### src/rtl/port_arbiter.sv
// port_arbiter: round-robin arbiter that sequences one-cycle read/write accesses
// from N requesters onto a single shared bus-attached port register.
module port_arbiter #(
   parameter int N = 2,
   parameter int W = 16
) (
   input  logic           clk,
   input  logic           reset,
   input  logic [N-1:0]   req,
   input  logic [N-1:0]   req_we,
   input  logic [N*W-1:0] req_wdata,
   output logic [N-1:0]   grant,
   output logic [N-1:0]   ack,
   output logic [W-1:0]   rdata,
   output logic           busy,
   output logic           port_write,
   output logic           port_read,
   output logic [W-1:0]   bus_out,
   output logic           bus_oe,
   input  logic [W-1:0]   bus_in
);
   localparam int IW = (N > 1) ? $clog2(N) : 1;
   typedef enum logic [1:0] {IDLE, ACCESS, ACK} state_t;
   state_t state, state_n;
   logic [IW-1:0] last, last_n, win, idx;
   logic [N-1:0] cand, sel_n;
   logic found, we_n;
   logic [W-1:0] wdata_n;
   // last is both the round-robin pointer and the current owner once granted
   always_comb begin
      cand = req & ((state == ACK) ? ~(N'(1) << last) : '1);
      found = 1'b0;
      win = '0;
      idx = '0;
      for (int k = 1; k <= N; k++) begin
         idx = IW'((int'(last) + k) % N);
         if (!found && cand[idx]) begin
            found = 1'b1;
            win = idx;
         end
      end
      state_n = IDLE;
      last_n = last;
      we_n = 1'b0;
      wdata_n = '0;
      if (state == ACCESS) state_n = ACK;
      else if (found) begin
         state_n = ACCESS;
         last_n = win;
         we_n = req_we[win];
         wdata_n = req_wdata[win*W +: W];
      end
      sel_n = N'(1) << last_n;
   end
   // outputs are registered from next-state so every strobe is glitch-free
   always_ff @(posedge clk or posedge reset) begin
      if (reset) begin
         state <= IDLE;
         last <= IW'(N - 1);
         grant <= '0;
         ack <= '0;
         busy <= 1'b0;
         port_write <= 1'b0;
         port_read <= 1'b0;
         bus_oe <= 1'b0;
         bus_out <= '0;
         rdata <= '0;
      end else begin
         state <= state_n;
         last <= last_n;
         grant <= (state_n != IDLE) ? sel_n : '0;
         ack <= (state_n == ACK) ? sel_n : '0;
         busy <= state_n != IDLE;
         port_write <= state_n == ACCESS && we_n;
         port_read <= state_n == ACCESS && !we_n;
         bus_oe <= state_n == ACCESS && we_n;
         bus_out <= (state_n == ACCESS && we_n) ? wdata_n : '0;
         if (port_read) rdata <= bus_in;
      end
   end
endmodule

### config.mk
export PLATFORM = sky130hd
export DESIGN_NAME = port_arbiter
export DESIGN_NICKNAME = d
export VERILOG_FILES = /design/src/rtl/port_arbiter.sv
export SDC_FILE = /design/constraint.sdc
export NUM_CORES = 1
export LEC_CHECK = 0
export CAP_MARGIN = 15
export CORE_AREA = 2 2 71 73
export DETAILED_ROUTE_END_ITERATION = 10
export DIE_AREA = 0 0 73 75
export GPL_ROUTABILITY_DRIVEN = 0
export PLACE_DENSITY = 0.79
export SYNTH_ARGS = -nofsm -noshare
export SYNTH_HDL_FRONTEND = slang
export SYNTH_SLANG_ARGS = --single-unit
### constraint.sdc
create_clock -name clk -period 4.4 [get_ports clk]
set_input_delay 0.66 -clock clk [delete_from_list [all_inputs] [get_ports clk]]
set_output_delay 0.66 -clock clk [all_outputs]
set_load 0.02 [all_outputs]
==> impl_results.md <==
- IO Count: 94
- Post-synthesis cell area: 1820 µm²
- Post-CTS resize count: 0
- Fmax: between 400 and 500 MHz
- Met3 wire len: 376 µm
- Die area: 5480 µm²
- Post-CTS setup buffers: 0
- DR WL/cell: 14.1 µm
- Post-CTS Hold Fix Bufs: 0
- M1 WL: 1660 µm
- DP HPWL: 2960 µm
- Minimum clock period: 2.42 ns
- All-layer global routing usage: 0.156
- Total grt overflow: 0
- CP arrival: 1.76 ns
- N_diodes: 0
- Row count: 25
- Reg2reg setup slack: around 2.5 ns
- First-pass GRT wire length: 6540 µm
- Clock skew: between 0.004 and 0.005 ns
- Clock Pin Slew Worst Setup and Hold Paths: 0.08 ns
- Final worst path period share: 0.549
- PD cells: 603 nW/µm²
- CTS Buf Count: 5
- Layout net count: 290
- DR iter-0 viols: 79
- I/O Buffers: 93
- Htree depth: 2
- Commonest cells after routing, fill and taps aside: 93 x clkdlybuf4s50_1, 41 x dfrtp_1, 30 x nand3_1, 16 x mux2_2, 7 x a21boi_1
- Layout area overhead: 56.0%
- TritonCTS clock tree: done
- Register area share after synthesis: 0.577
- Worst path max stage delay: 0.75 ns
- P_sw: 0.000601 W
- Core Box Area: approximately 4700 µm²
- Sequential Power Share: 0.364
- Vias in the first global route: 1401
- Layout cells sized above 1: 0.173
- Initial antenna violation count: 0
- HP Class: flop to flop
- Buf+Inv Stages, Crit Path: 1
- Outcome: complete, no violations
- Setup CP Type: flop to output port
- Clk sink count: 42
- Placed cells: roughly 280
- Synthesized instance count: between 100 and 150
- Yosys synthesis warning count: 0
- Initial Util: 0.391
- CP max FO: 17
- Slowest CP cell: dfrtp_1
- Cell variety after synth: 35
- IR drop worst, VDD: between 0.0002 and 0.00025 V
- Fin util: 0.610
- Least-Margin Pin Slew: ~0.93 ns
- DR vias/cell: 4.96
- WL final: approximately 4100 µm
- Post-Layout Cell Count: 291
- Sw Ratio: 0.350
- FF+latch count, synth: 42
- Setup-failing EPs final: 0
- Buffer depth of the longest clock path: 2
- Fillers: 391
- Combinational power share: 0.490
- Area of the multi-input gates: 683 µm²
- Commonest non-fill, non-tap cell in the layout: clkdlybuf4s50_1
- Height of the die: 75 µm
- Req. time, crit path: 3.74 ns
- Post-Syn Nets: 200
- Drt first pass iters: 4
- Max-cap violation count: 0
- CP endpoint kind: output port
- Synthesized area per cell: roughly 12 µm²
- Internal: 0.00112 W
- Clock network power share: 0.146
- Rel. slew slack: 0.380
- Slew Limit Fails: 0
- Crit path max-delay family: flip-flops
- Drt drc: 0
- RSZ-0062 raised after global routing: false
- Routed Antenna Nets: 0
- TNS Setup: 0 ns
- Largest net degree at the start of global routing: 43
- Cell leakage power: between 1 and 1.5 nW
- CP cell instances: clkdlybuf4s50_1
- Max Used Layer: met4
- Root buffer cell: clkbuf_8
- Vias: 1444
- FF/Latch Area: 1050 µm²
- Die W: 73 µm
- Met2 WL: 2040 µm
- Setup crit start kind: flop
- Clk Latency, worst-skew pair: 0.29 ns
- Final Hold Vio Count: 0
-- final cells by class --
cell class,instances,share of cell area
Sequential cell,42,0.370
Timing Repair Buffer,94,0.330
Multi-Input combinational cell,90,0.240
Clock buffer,7,0.0304
Tap cell,54,0.0238
Inverter,3,0.00396
Clock inverter,1,0.00176
-- cells in the mapped netlist --
master     n  area, µm²
dfstp_2    1       26.3
o31ai_1    1       7.51
nor2b_1    1       6.26
clkbuf_2   2       10.0
a21oi_4    1       16.3
buf_4      2       15.0
and2_1     1       6.26
a31oi_1    1       6.26
and2b_2    1       8.76
nor3_2     1       10.0
and2b_1    1       7.51
o21ai_0    1       5.00
dfrtp_1   41       1030
a21oi_2    1       8.76
inv_2      1       3.75
buf_2      2       10.0
mux2_2    16        180
a21o_1     3       22.5
a21oi_1    2       10.0
or3b_4     1       11.3
a21boi_2   3       33.8
mux2i_1    1       10.0
nor2b_4    1       13.8
nor2_1     2       7.51
a21boi_0   6       45.0
clkbuf_1   2       7.51
a21boi_1   7       52.6
o22ai_1    1       6.26
or2b_2     3       26.3
nand2_1    1       3.75
nand3_2    2       20.0
nand3_1   30        150
inv_1      2       7.51
buf_6      3       33.8
and2_2     1       7.51
-- power groups by stage --
stage | sequential [W] | clock, W | combinational, W
floorplan | 0.000776 | 0 | 0.000352
detailed placement | 0.000636 | 0 | 0.000847
global route | 0.000647 | 0.000276 | 0.000898
CTS | 0.000628 | 0.000260 | 0.000851
global placement | 0.000628 | 0 | 0.000837
finish | 0.000624 | 0.000251 | 0.000840
-- registers in the layout, indices dropped and copies added, names as in the netlist --
| signal | cells |
|---|---|
| port_read | 1 |
| last | 1 |
| bus_oe | 1 |
| rdata | 16 |
| busy | 1 |
| grant | 2 |
| state | 2 |
| bus_out | 16 |
| ack | 2 |
-- per-stage QoR --
| step | total power (W) | hold slack (ns) | area [µm²] | setup WS [ns] |
|---|---|---|---|---|
| 5_1_grt | 0.00182 | 0.519 | 2840 | 1.85 |
| 3_3_place_gp | 0.00146 | 0.487 | 2750 | 1.88 |
| 4_1_cts | 0.00174 | 0.512 | 2840 | 1.94 |
| 3_5_place_dp | 0.00148 | 0.494 | 2750 | 1.83 |
| 6_report | 0.00172 | 0.507 | 2840 | 1.98 |
| 2_1_floorplan | 0.00113 | 0.564 | 1820 | 2.76 |
-- path summary, 6_finish.rpt --
kind / startpoint / end / cells past startpoint
worst max register to register: last / bus_out[14] / 4
max in group asynchronous: reset / last / 3
worst min register to register: rdata[3] / rdata[3] / 1
worst min-delay path: rdata[3] / rdata[3] / 1
min in group asynchronous: reset / rdata[5] / 3
worst max-delay path: port_read / port_read / 1
-- routing by layer --
metal | GRT usage | vias up
met3 | 0.0656 | 2
li1 | - | 690
met2 | 0.267 | 70
met1 | 0.184 | 682
met4 | 0.0370 | 0
met5 | 0 | -
-- cell families (layout without fill, tap and decap cells) --
| group | after synthesis | after routing | synth area share |
|---|---|---|---|
| AO/OA/AOI/OAI | 27 | 27 | 0.117 |
| buffers and inverters | 14 | 105 | 0.0480 |
| flip-flops | 42 | 42 | 0.577 |
| multiplexers | 17 | 17 | 0.104 |
| AND/OR/NAND/NOR | 46 | 46 | 0.153 |
Note: power is estimated with default switching activity, not from simulation.
